<file path="config.mk">
export PLATFORM = sky130hd
export DESIGN_NAME = serial_adder_ctrl_flat
export DESIGN_NICKNAME = d
export VERILOG_FILES = /design/src/rtl/serial_adder_ctrl_if.sv /design/src/rtl/serial_adder_ctrl.sv /design/src/flat_wrapper.sv
export SDC_FILE = /design/constraint.sdc
export NUM_CORES = 1
export LEC_CHECK = 0
export ABC_AREA = 1
export CAP_MARGIN = 20
export CORE_ASPECT_RATIO = 0.75
export CORE_UTILIZATION = 30
export CTS_BUF_LIST = sky130_fd_sc_hd__clkbuf_4
export DETAILED_ROUTE_END_ITERATION = 12
export PLACE_DENSITY = 0.64
export SETUP_SLACK_MARGIN = 0.3
export SLEW_MARGIN = 40
export SYNTH_ARGS = -nofsm -noshare
export SYNTH_HDL_FRONTEND = slang
export SYNTH_SLANG_ARGS = --single-unit
</file>
<file path="constraint.sdc">
create_clock -name clk -period 4.14 [get_ports clk]
set_input_delay 0.414 -clock clk [delete_from_list [all_inputs] [get_ports clk]]
set_output_delay 0.414 -clock clk [all_outputs]
set_load 0.05 [all_outputs]
</file>
<file path="src/rtl/serial_adder_ctrl_if.sv">
// Operand/result handshake bundle for the bit-serial adder sequencer.
// The sequencer uses the slave view; whoever supplies operands and consumes
// results uses the master view.
interface serial_adder_ctrl_if #(
    parameter int unsigned WIDTH = 8
);
    logic             in_valid;
    logic             in_ready;
    logic [WIDTH-1:0] a;
    logic [WIDTH-1:0] b;
    logic             cin;
    logic             out_valid;
    logic             out_ready;
    logic [WIDTH-1:0] sum;
    logic             cout;

    modport master (
        output in_valid, a, b, cin, out_ready,
        input  in_ready, out_valid, sum, cout
    );

    modport slave (
        input  in_valid, a, b, cin, out_ready,
        output in_ready, out_valid, sum, cout
    );
endinterface

</file>
<file path="src/rtl/serial_adder_ctrl.sv">
// Bit-serial adder sequencer. It feeds an external 1-bit full_adder cell one
// operand bit pair per clock, LSB first. The carry loops back through
// carry_reg. The collected sum and final carry are presented on a valid/ready
// output. fa_* are driven only from registers, so no input reaches them
// combinationally.
module serial_adder_ctrl #(
    parameter int unsigned WIDTH = 8
) (
    input  logic                clk,
    input  logic                rst,
    serial_adder_ctrl_if.slave  bus,
    output logic                busy,
    output logic                fa_a,
    output logic                fa_b,
    output logic                fa_cin,
    input  logic                fa_s,
    input  logic                fa_cout
);
    localparam int unsigned CNT_W = $clog2(WIDTH + 1);
    localparam logic [CNT_W-1:0] LAST = CNT_W'(WIDTH - 1);

    typedef enum logic [1:0] {
        IDLE,
        SHIFT,
        DONE
    } state_t;

    state_t           state_q;
    state_t           state_d;
    logic             load;
    logic             shift_en;
    logic [WIDTH-1:0] a_sh;
    logic [WIDTH-1:0] b_sh;
    logic [WIDTH-1:0] sum_sh;
    logic             carry_reg;
    logic [CNT_W-1:0] cnt;

    // State register; reset aborts any operation in flight
    always_ff @(posedge clk) begin
        if (rst) begin
            state_q <= IDLE;
        end else begin
            state_q <= state_d;
        end
    end

    // Next-state decode and handshake outputs
    always_comb begin
        state_d       = state_q;
        load          = 1'b0;
        shift_en      = 1'b0;
        bus.in_ready  = 1'b0;
        bus.out_valid = 1'b0;
        busy          = 1'b0;
        case (state_q)
            IDLE: begin
                bus.in_ready = 1'b1;
                if (bus.in_valid) begin
                    load    = 1'b1;
                    state_d = SHIFT;
                end
            end
            SHIFT: begin
                busy     = 1'b1;
                shift_en = 1'b1;
                if (cnt == LAST) begin
                    state_d = DONE;
                end
            end
            DONE: begin
                busy          = 1'b1;
                bus.out_valid = 1'b1;
                if (bus.out_ready) begin
                    state_d = IDLE;
                end
            end
            default: state_d = IDLE;
        endcase
    end

    // Operand capture, serial shifting and sum collection
    always_ff @(posedge clk) begin
        if (rst) begin
            a_sh      <= '0;
            b_sh      <= '0;
            sum_sh    <= '0;
            carry_reg <= 1'b0;
            cnt       <= '0;
        end else if (load) begin
            a_sh      <= bus.a;
            b_sh      <= bus.b;
            sum_sh    <= '0;
            carry_reg <= bus.cin;
            cnt       <= '0;
        end else if (shift_en) begin
            a_sh      <= {1'b0, a_sh[WIDTH-1:1]};
            b_sh      <= {1'b0, b_sh[WIDTH-1:1]};
            sum_sh    <= {fa_s, sum_sh[WIDTH-1:1]};
            carry_reg <= fa_cout;
            cnt       <= cnt + CNT_W'(1);
        end
    end

    // sum/cout follow the collection registers and so hold through IDLE
    assign bus.sum  = sum_sh;
    assign bus.cout = carry_reg;
    assign fa_a     = a_sh[0];
    assign fa_b     = b_sh[0];
    assign fa_cin   = carry_reg;
endmodule

</file>
<file path="src/flat_wrapper.sv">
// flat-port wrapper written by rule: the top's interface ports become plain ports
module serial_adder_ctrl_flat 
#(
    parameter int unsigned WIDTH = 8
)
  (clk, rst, busy, fa_a, fa_b, fa_cin, fa_s, fa_cout, bus_in_valid, bus_a, bus_b, bus_cin, bus_out_ready, bus_in_ready, bus_out_valid, bus_sum, bus_cout);
  serial_adder_ctrl_if #(.WIDTH(WIDTH)) bus_i ();
  input  logic clk;
  input  logic rst;
  output logic busy;
  output logic fa_a;
  output logic fa_b;
  output logic fa_cin;
  input  logic fa_s;
  input  logic fa_cout;
  input wire logic [$bits(bus_i.in_valid)-1:0] bus_in_valid;
  input wire logic [$bits(bus_i.a)-1:0] bus_a;
  input wire logic [$bits(bus_i.b)-1:0] bus_b;
  input wire logic [$bits(bus_i.cin)-1:0] bus_cin;
  input wire logic [$bits(bus_i.out_ready)-1:0] bus_out_ready;
  output wire logic [$bits(bus_i.in_ready)-1:0] bus_in_ready;
  output wire logic [$bits(bus_i.out_valid)-1:0] bus_out_valid;
  output wire logic [$bits(bus_i.sum)-1:0] bus_sum;
  output wire logic [$bits(bus_i.cout)-1:0] bus_cout;
  assign bus_i.in_valid = bus_in_valid;
  assign bus_i.a = bus_a;
  assign bus_i.b = bus_b;
  assign bus_i.cin = bus_cin;
  assign bus_i.out_ready = bus_out_ready;
  assign bus_in_ready = bus_i.in_ready;
  assign bus_out_valid = bus_i.out_valid;
  assign bus_sum = bus_i.sum;
  assign bus_cout = bus_i.cout;
  serial_adder_ctrl #(.WIDTH(WIDTH)) u_core (.clk(clk), .rst(rst), .bus(bus_i), .busy(busy), .fa_a(fa_a), .fa_b(fa_b), .fa_cin(fa_cin), .fa_s(fa_s), .fa_cout(fa_cout));
endmodule
</file>
==> impl_metrics.json, run 1 <==
{
  "drv_cap": 0,
  "maxClockFrequency_mhz": 437.8,
  "drtPass1Iterations": 4,
  "timing.final.setup_violations": 0,
  "globalRoute.totalOverflow": 0,
  "fin_crit_ps": 2284,
  "num-fill-cells": 469,
  "yosysTopAreaCell": "sky130_fd_sc_hd__dfxtp_1",
  "initialDrtViolationCount": 63,
  "cts.htree.levels": 2,
  "synth_nets": 218,
  "cts-buffers-inserted": 5,
  "post_cts.resized_instances": 0,
  "drcViolationCount": 0,
  "timing_hold_violations_final": 0,
  "worstHoldEndpoint": "u_core.b_sh[1]",
  "layout_commonest_cell": "sky130_fd_sc_hd__nand2_1",
  "cts.hold.buffers_added": 0,
  "r2r_start": "u_core.state_q[0]",
  "place.detailed.instances": 273,
  "final_cell_count_no_fill": 281,
  "gp_routability_congestion": 0.7230,
  "area_delta_synth_final_pct": 30.40,
  "post-cts-setup-buffers": 0,
  "r2r.worst_path.cells": 7,
  "fp.coreArea_um2": 4467,
  "ff2ff_setup_slack_ps": 2450,
  "result_of_the_run": "finished clean",
  "worst-endpoint-required_ps": 3730,
  "min_period_over_period_pct": 55.17,
  "netlist_instances": 189,
  "pwr_dens_nw_per_um2": 598.8,
  "unrepaired_setup_endpoints_after_global_routing": "no",
  "ys.warnings.count": 0,
  "fp-row-count": 21,
  "die_area_um2": 4917,
  "antenna_found_initial": 0,
  "worst_skew_pair.late_latency_ps": 320,
  "timing.hold.worst_path_depth": 2,
  "finalNetCount": 252,
  "startpoint_type": "register",
  "clock-sinks": 31,
  "tritoncts": "yes",
  "buffer_ports.inserted": 37,
  "floorplan.initialDensity_pct": 31.15,
  "first_pass_grt_wire_length_um": 4761,
  "post_detailed_route_count_of_antenna_violating_nets": 0,
  "post_synth_num_cell_types": 18,
  "diodes_inserted": 0,
  "hold_path_class": "register to register",
  "place.detailed.hpwl_um": 1948,
  "final_worst_clock_skew_ps": 4.212,
  "final_report_max_slew_violation_count": 0,
  "total_neg_setup_slack_ps": 0,
  "timing.hold.worst.start": "u_core.b_sh[1]",
  "gr-usage-all-layers_pct": 13.09,
  "flop_and_latch_count_out_of_synthesis": 31,
  "vdd_drop_max_mv": 0.3756,
  "layout.cells.most_common_list": "sky130_fd_sc_hd__nand2_1, sky130_fd_sc_hd__clkdlybuf4s50_1, sky130_fd_sc_hd__a21oi_1, sky130_fd_sc_hd__dfxtp_1, sky130_fd_sc_hd__o21ai_0",
  "synth_area_per_cell_um2": 7.362,
  "transition_time_at_the_pin_with_the_least_slew_margin_ps": 592.7,
  "r2r-end": "u_core.b_sh[3]",
  "die_h_um": 60.98,
  "drt_wl_total_um": 2849,
  "synth_top_cell_area_share_pct": 44.60,
  "synth_seq_area_share_pct": 44.60,
  "critical_path.endpoint_type": "output pin",
  "clock_tree.buffer_depth": 2,
  "leakage_nw": 0.7043,
  "worstSetupPathType": "register to output pin",
  "grt_start_max_net_pins": 31,
  "slew_headroom_pct": 60.49,
  "dr_total_vias": 1250,
  "timing.critical_path.fanout_max": 4,
  "total_standard_cell_area_after_synthesis_um2": 1391,
  "synth.top_cells.by_area": "sky130_fd_sc_hd__dfxtp_1, sky130_fd_sc_hd__nand2_1, sky130_fd_sc_hd__a21oi_1, sky130_fd_sc_hd__ha_1, sky130_fd_sc_hd__o21ai_0",
  "via_per_inst": 4.448,
  "detailed_route_wire_length_per_cell_um": 10.14,
  "via_count_of_the_first_global_routing_pass": 1113,
  "path_clk_slew_ps": 90,
  "floorplan.die.width_um": 80.64,
  "critical_path_arrival_ps": 1870,
  "share_of_cells_above_drive_strength_1_pct": 5.804,
  "floorplan.io_pins": 38,
  "clock_tree.root_cell": "sky130_fd_sc_hd__clkbuf_4"
}
-- flip-flops by register name, indices dropped and copies added, names as in the netlist --
register	count
u_core.a_sh	8
u_core.b_sh	8
u_core.bus.sum	8
u_core.cnt	4
u_core.state_q	2
u_core.bus.cout	1
-- metal layers --
metal / vias up / track usage [%] / share of wire, %
li1: 674 / - / -
met1: 542 / 15.98 / 49
met2: 29 / 21.67 / 45
met3: 5 / 3.759 / 4.8
met4: 0 / 6.122 / 1.3
met5: - / 0 / 0
-- kinds of logic (layout without fill, tap and decap cells) --
| family | count (synthesis) | count (layout) | synth area share, % |
|---|---|---|---|
| flops | 31 | 31 | 44.60 |
| simple gates | 82 | 82 | 23.83 |
| buf+inv | 21 | 56 | 8.273 |
| xor+xnor | 1 | 1 | 0.6296 |
| compound gates | 48 | 48 | 17.27 |
| fa+ha+maj | 6 | 6 | 5.396 |
-- cell usage after synthesis --
| master | n |
|---|---|
| sky130_fd_sc_hd__a21oi_1 | 33 |
| sky130_fd_sc_hd__buf_2 | 2 |
| sky130_fd_sc_hd__buf_4 | 3 |
| sky130_fd_sc_hd__buf_6 | 3 |
| sky130_fd_sc_hd__clkbuf_1 | 2 |
| sky130_fd_sc_hd__dfxtp_1 | 31 |
| sky130_fd_sc_hd__ha_1 | 6 |
| sky130_fd_sc_hd__inv_1 | 9 |
| sky130_fd_sc_hd__inv_2 | 2 |
| sky130_fd_sc_hd__nand2_1 | 69 |
| sky130_fd_sc_hd__nand2_4 | 1 |
| sky130_fd_sc_hd__nand3_1 | 3 |
| sky130_fd_sc_hd__nor2_1 | 6 |
| sky130_fd_sc_hd__nor2_4 | 1 |
| sky130_fd_sc_hd__nor3_1 | 1 |
| sky130_fd_sc_hd__nor3b_1 | 1 |
| sky130_fd_sc_hd__o21ai_0 | 15 |
| sky130_fd_sc_hd__xor2_1 | 1 |
-- critical path, stage by stage, from the launching register on --
cell and delay (ps):
sky130_fd_sc_hd__dfxtp_1 390, sky130_fd_sc_hd__inv_1 90, sky130_fd_sc_hd__ha_1 280, sky130_fd_sc_hd__clkdlybuf4s50_1 790
-- area by class of cell --
| class | count | area, um^2 | share of cell area [%] |
|---|---|---|---|
| Multi-Input combinational cell | 137 | 658.1 | 36.28 |
| Sequential cell | 31 | 620.6 | 34.21 |
| Timing Repair Buffer | 37 | 370.4 | 20.41 |
| Tap cell | 57 | 71.32 | 3.931 |
| Inverter | 11 | 41.29 | 2.276 |
| Clock buffer | 5 | 37.54 | 2.069 |
| Clock inverter | 3 | 15.01 | 0.8276 |
-- worst max-delay path by stage --
stage	from	end	slack, ps	cells past startpoint
4_1_cts	u_core.state_q[0]	busy	1820	3
3_3_place_gp	u_core.state_q[1]	u_core.b_sh[0]	2060	5
6_report	u_core.state_q[0]	busy	1860	3
5_1_grt	u_core.state_q[0]	busy	1790	3
2_1_floorplan	u_core.state_q[0]	u_core.a_sh[1]	2500	8
3_5_place_dp	rst	u_core.cnt[2]	2040	4
-- per-stage QoR --
stage                     util, %  hold WS, ps  total power [mW]  setup slack [ps]  cell area [um^2]
final                       40.62        464.7             1.086              1856              1814
after global routing        40.62        480.7             1.176              1786              1814
after CTS                   40.62        467.0             1.104              1822              1814
after detailed placement    39.44        452.7            0.9352              2037              1762
after global placement      39.38        449.3            0.9273              2061              1759
after floorplan                 -        433.0            0.8355              2504              1391
-- report_power, final --
part	internal, mW	switching, mW	leakage [nW]
logic	0.173	0.353	0.416
registers	0.361	0.0347	0.254
clock network	0.0631	0.102	0.0347
No activity file was read; power rests on OpenSTA's default activity.
==> inputs of run 2 (changes only) <==
==> constraint.sdc (replaced) <==
create_clock -name clk -period 2.3 [get_ports clk]
set_input_delay 0.23 -clock clk [delete_from_list [all_inputs] [get_ports clk]]
set_output_delay 0.23 -clock clk [all_outputs]
set_load 0.05 [all_outputs]
==> run 2 against run 1 <==
  * Register-to-register slack lost 1900 ps
  * Wire length grew 4.6%
  * Clock power grew 85%
  * Core utilization grew 0.20 points
  * Via count shrank 0.64%
  * First-iteration DRC count shrank 25%
  * Flip-flop and latch count is the same
  * Non-clock buffer count grew 2
  * Combinational power grew 76%
  * Clock skew grew 4.2 ps
  * Critical path depth is the same
  * Critical path type unchanged
==> impl_metrics.json, run 2 (synthesized netlist as in run 1, its figures left out) <==
{
  "result_of_the_run": "finished clean",
  "final_worst_clock_skew_ps": 8.427,
  "dr_total_vias": 1242,
  "share_of_cells_above_drive_strength_1_pct": 5.310,
  "grt_start_max_net_pins": 31,
  "met2_length_um": 1314,
  "worstHoldEndpoint": "u_core.bus.sum[7]",
  "layout.cells.most_common_list": "sky130_fd_sc_hd__nand2_1, sky130_fd_sc_hd__clkdlybuf4s50_1, sky130_fd_sc_hd__a21oi_1, sky130_fd_sc_hd__dfxtp_1, sky130_fd_sc_hd__o21ai_0",
  "slew_headroom_pct": 66.66,
  "first_pass_grt_wire_length_um": 4643,
  "fin_crit_ps": 1831,
  "final_core_utilization_pct": 40.81,
  "num-fill-cells": 492,
  "drv_cap": 0,
  "timing.critical_path.fanout_max": 4,
  "fp.coreArea_um2": 4467,
  "cts-buffers-inserted": 5,
  "gp_routability_congestion": 0.7385,
  "total_neg_setup_slack_ps": 0,
  "gr-usage-all-layers_pct": 12.62,
  "ff2ff_setup_slack_ps": 580,
  "cts.htree.levels": 2,
  "min_period_over_period_pct": 79.63,
  "timing_hold_violations_final": 0,
  "critical_path.endpoint_type": "output pin",
  "sum_of_routed_wire_segments_on_met1_um": 1490,
  "hold_path_class": "primary input to register",
  "path_clk_slew_ps": 90,
  "vdd_drop_max_mv": 0.4811,
  "via_per_inst": 4.389,
  "r2r_start": "u_core.state_q[0]",
  "detailed_route_wire_length_per_cell_um": 10.53,
  "globalRoute.totalOverflow": 0,
  "timing.hold.worst.start": "fa_s",
  "die_area_um2": 4917,
  "r2r.worst_path.cells": 7,
  "fin_hold_ws_ps": 458.6,
  "worst_skew_pair.late_latency_ps": 330,
  "via_count_of_the_first_global_routing_pass": 1030,
  "r2r-end": "u_core.b_sh[4]",
  "place.detailed.hpwl_um": 2004,
  "die_h_um": 60.98,
  "floorplan.initialDensity_pct": 31.15,
  "diodes_inserted": 0,
  "timing.hold.worst_path_depth": 3,
  "drt_wl_total_um": 2979,
  "final_report_max_slew_violation_count": 0,
  "layout_commonest_cell": "sky130_fd_sc_hd__nand2_1",
  "setup_ws_ps": 468.5,
  "initialDrtViolationCount": 47,
  "dr.max_layer_used": "met4",
  "critical_path_arrival_ps": 1600,
  "clock_tree.root_cell": "sky130_fd_sc_hd__clkbuf_4",
  "wl_met3_um": 133,
  "post_detailed_route_count_of_antenna_violating_nets": 0,
  "maxClockFrequency_mhz": 546.0,
  "drcViolationCount": 0,
  "finalNetCount": 254,
  "fp-row-count": 21,
  "unrepaired_setup_endpoints_after_global_routing": "no",
  "leakage_nw": 0.7186,
  "antenna_found_initial": 0,
  "clock_tree.buffer_depth": 2,
  "worstSetupPathType": "register to output pin",
  "buffer_ports.inserted": 37,
  "drtPass1Iterations": 4,
  "tritoncts": "yes",
  "transition_time_at_the_pin_with_the_least_slew_margin_ps": 498.5,
  "worst-endpoint-required_ps": 2070,
  "pwr_dens_nw_per_um2": 1068,
  "startpoint_type": "register",
  "design_power_total_mw": 1.946,
  "floorplan.die.width_um": 80.64,
  "floorplan.io_pins": 38,
  "timing.final.setup_violations": 0,
  "area_delta_synth_final_pct": 31.03,
  "pre_cts_slack_ps": 551.9,
  "clock-sinks": 31
}
==> run 2: changes by cell type in the layout (fill, tap and decap cells not counted) <==
cell / change
sky130_fd_sc_hd__clkdlybuf4s50_1: -3
sky130_fd_sc_hd__clkinv_2: -3
sky130_fd_sc_hd__dlygate4sd2_1: +3
sky130_fd_sc_hd__buf_4: +2
sky130_fd_sc_hd__clkinv_1: +2
sky130_fd_sc_hd__clkbuf_4: +1
sky130_fd_sc_hd__ha_1: +1
sky130_fd_sc_hd__ha_2: -1
==> run 2: how the worst max path moves through the flow <==
stage	startpoint	to	slack, ps	cells past startpoint
finish	u_core.state_q[0]	busy	470	3
global route	u_core.state_q[0]	u_core.b_sh[4]	370	7
CTS	u_core.state_q[0]	busy	450	3
detailed placement	u_core.state_q[0]	busy	550	3
global placement	u_core.state_q[0]	busy	560	3
floorplan	u_core.state_q[0]	u_core.a_sh[1]	660	8
==> run 2: where the power goes <==
group          internal, mW  switching (mW)  leakage [nW]
Sequential            0.649          0.0643         0.254
Clock                 0.125           0.181        0.0307
Combinational         0.289           0.638         0.434
==> run 2: repair_timing <==
item / in CTS / in global routing
endpoints found under the hold margin: 0 / 0
resized for setup: 3 / 0
hold buffers: 0 / 0
setup buffers: 0 / 0
endpoints found under the setup margin: 3 / 0
==> run 2: per-stage QoR <==
step / instance area (um^2) / instances
3_3_place_gp: 1774 / 275
4_1_cts: 1823 / 283
6_report: 1823 / 283
3_5_place_dp: 1774 / 275
5_1_grt: 1823 / 283
2_1_floorplan: 1391 / 189
==> run 2: layout make-up <==
cell class                 instances  area, um^2  share of cell area (%)
multi-input combinational        137       655.6                   35.96
sequential                        31       620.6                   34.04
timing repair buffer              39       381.6                   20.93
tap                               57       71.32                   3.912
clock buffer                       6       45.04                   2.471
inverter                          11       41.29                   2.265
clock inverter                     2       7.507                  0.4118
==> run 2: routing by layer <==
layer | vias to the layer above | track usage (%)
li1 | 678 | -
met1 | 533 | 16.11
met2 | 26 | 20.22
met3 | 5 | 3.609
met4 | 0 | 5.357
met5 | - | 0
==> run 2: worst max-delay path, cell delays in order (launching register included) <==
cell and delay [ps]:
sky130_fd_sc_hd__dfxtp_1 380, sky130_fd_sc_hd__inv_1 90, sky130_fd_sc_hd__ha_1 280, sky130_fd_sc_hd__dlygate4sd2_1 520
==> inputs of run 3 (changes only) <==
==> constraint.sdc (replaced) <==
create_clock -name clk -period 1.7 [get_ports clk]
set_input_delay 0.17 -clock clk [delete_from_list [all_inputs] [get_ports clk]]
set_output_delay 0.17 -clock clk [all_outputs]
set_load 0.05 [all_outputs]
==> run 3 against run 2 <==
  * Total power grew 59%
  * Die area did not move
  * Via count rose by 0.64%
  * Core utilization increased by 2.4 points
  * Clock power grew 82%
  * Critical path type unchanged
  * Highest routed layer unchanged
==> impl_metrics.json, run 3 (synthesized netlist as in run 1, its figures left out) <==
{
  "result_of_the_run": "finished clean",
  "pre_cts_slack_ps": 143.2,
  "leakage_nw": 0.7718,
  "die_h_um": 60.98,
  "total_neg_setup_slack_ps": 0,
  "antenna_found_initial": 0,
  "cts-buffers-inserted": 5,
  "post_detailed_route_count_of_antenna_violating_nets": 0,
  "drcViolationCount": 0,
  "gp_routability_congestion": 0.7762,
  "startpoint_type": "register",
  "buffer_ports.inserted": 37,
  "cts.htree.levels": 2,
  "floorplan.io_pins": 38,
  "hold_path_class": "primary input to register",
  "clock_power_share_pct": 18.0,
  "slew_headroom_pct": 67.97,
  "timing.final.setup_violations": 0,
  "globalRoute.totalOverflow": 0,
  "detailed_route_wire_length_per_cell_um": 10.02,
  "multi_input_area_um2": 694.4,
  "num-fill-cells": 471,
  "worst_skew_pair.late_latency_ps": 330,
  "maxClockFrequency_mhz": 743.8,
  "diodes_inserted": 0,
  "gr-usage-all-layers_pct": 12.28,
  "initialDrtViolationCount": 76,
  "area_delta_synth_final_pct": 38.58,
  "fp.coreArea_um2": 4467,
  "clock_tree.root_cell": "sky130_fd_sc_hd__clkbuf_4",
  "critical_path_source": "u_core.state_q[0]",
  "critical_path.endpoint_type": "output pin",
  "unrepaired_setup_endpoints_after_global_routing": "no",
  "area.sequential_um2": 625.6,
  "path_clk_slew_ps": 110,
  "drtPass1Iterations": 4,
  "critical_path_arrival_ps": 1170,
  "transition_time_at_the_pin_with_the_least_slew_margin_ps": 482.4,
  "design_power_total_mw": 3.103,
  "pwr_dens_nw_per_um2": 1609,
  "die_area_um2": 4917,
  "floorplan.die.width_um": 80.64,
  "timing.critical_path.fanout_max": 4,
  "drv_cap": 0,
  "fp-row-count": 21,
  "floorplan.initialDensity_pct": 31.15,
  "worstSetupPathType": "register to output pin",
  "tritoncts": "yes",
  "share_of_cells_above_drive_strength_1_pct": 16.52,
  "first_pass_grt_wire_length_um": 4498,
  "timing_hold_violations_final": 0,
  "via_count_of_the_first_global_routing_pass": 1034,
  "r2r_start": "u_core.state_q[0]",
  "fin_crit_ps": 1344,
  "via_per_inst": 4.355,
  "cts.hold.buffers_added": 0,
  "place.detailed.hpwl_um": 2058,
  "layout.cells.most_common_list": "sky130_fd_sc_hd__nand2_1, sky130_fd_sc_hd__a21oi_1, sky130_fd_sc_hd__dfxtp_1, sky130_fd_sc_hd__clkdlybuf4s50_1, sky130_fd_sc_hd__o21ai_0",
  "net_switching_component_of_the_power_mw": 1.274,
  "clock_tree.buffer_depth": 2,
  "power.sequential.fraction_pct": 31.7,
  "final_report_max_slew_violation_count": 0,
  "setup_ws_ps": 355.6,
  "final_worst_clock_skew_ps": 21.47,
  "worst-endpoint-required_ps": 1530,
  "vdd_drop_max_mv": 0.5806,
  "timing.hold.worst.start": "fa_s",
  "finalNetCount": 258,
  "grt_start_max_net_pins": 22,
  "cell_internal_pwr_mw": 1.829,
  "drt_wl_total_um": 2877,
  "power_frac_comb_pct": 50.3,
  "clock-sinks": 31,
  "layout_commonest_cell": "sky130_fd_sc_hd__nand2_1",
  "switching_power_share_of_the_total_pct": 41.05,
  "min_period_over_period_pct": 79.08,
  "dr_total_vias": 1250
}
## run 3: cell count changes in the layout (fill, tap and decap cells not counted), moves of 2 or more
cell                              delta
sky130_fd_sc_hd__inv_1               -2
sky130_fd_sc_hd__dfxtp_1             -2
sky130_fd_sc_hd__clkdlybuf4s15_1     +2
sky130_fd_sc_hd__clkbuf_2            +6
sky130_fd_sc_hd__dlygate4sd2_1       -3
sky130_fd_sc_hd__buf_12              +3
sky130_fd_sc_hd__buf_4               +5
sky130_fd_sc_hd__clkdlybuf4s15_2     +2
sky130_fd_sc_hd__ha_4                +2
sky130_fd_sc_hd__clkdlybuf4s50_1    -12
sky130_fd_sc_hd__ha_1                -3
## run 3: cell type report
class / count / area share [%]
multi-input cells: 137 / 36.02
clock inverters: 3 / 2.012
flip-flops and latches: 31 / 32.45
well taps: 57 / 3.699
inverters: 11 / 2.271
clock buffers: 5 / 1.947
repair buffers: 43 / 21.61
## run 3: what timing repair did
item,CTS,global route
pin swaps,1,0
setup endpoints to repair,27,26
setup buffers,2,0
resized for setup,25,15
## run 3: final timing paths
path / depth (start not counted) / endpoint / slack (ps)
min: 3 / u_core.bus.sum[7] / 400
max: 3 / busy / 360
min reg2reg: 2 / u_core.b_sh[7] / 460
max reg2reg: 8 / u_core.a_sh[7] / 390
## run 3: power by group through the flow
| stage | Combinational [mW] | Clock (mW) | Sequential (mW) |
|---|---|---|---|
| floorplan | 1.05 | 0 | 1.06 |
| global placement | 1.48 | 0 | 0.985 |
| detailed placement | 1.48 | 0 | 0.982 |
| CTS | 1.54 | 0.574 | 0.982 |
| global route | 1.70 | 0.605 | 1.01 |
| finish | 1.56 | 0.557 | 0.985 |
## run 3: critical path: stages (launching register included)
cell and delay (ps):
sky130_fd_sc_hd__dfxtp_4 390, sky130_fd_sc_hd__inv_2 60, sky130_fd_sc_hd__ha_4 270, sky130_fd_sc_hd__buf_12 120
## run 3: metal layers
metal / wire length [um] / vias to the layer above / global-route usage (%)
met5: 0 / - / 0
met2: 1361 / 21 / 20.22
li1: - / 686 / -
met4: 13 / 0 / 3.827
met1: 1383 / 541 / 14.98
met3: 118 / 2 / 4.812
## run 3: through the flow
step	cells	hold slack (ps)	utilization, %	cell area (um^2)
4_1_cts	287	371.8	43.36	1937
3_5_place_dp	277	453.2	40.95	1829
6_report	287	395.7	43.17	1928
2_1_floorplan	189	239.1	-	1406
3_3_place_gp	277	448.9	40.95	1829
5_1_grt	287	382.9	43.17	1928
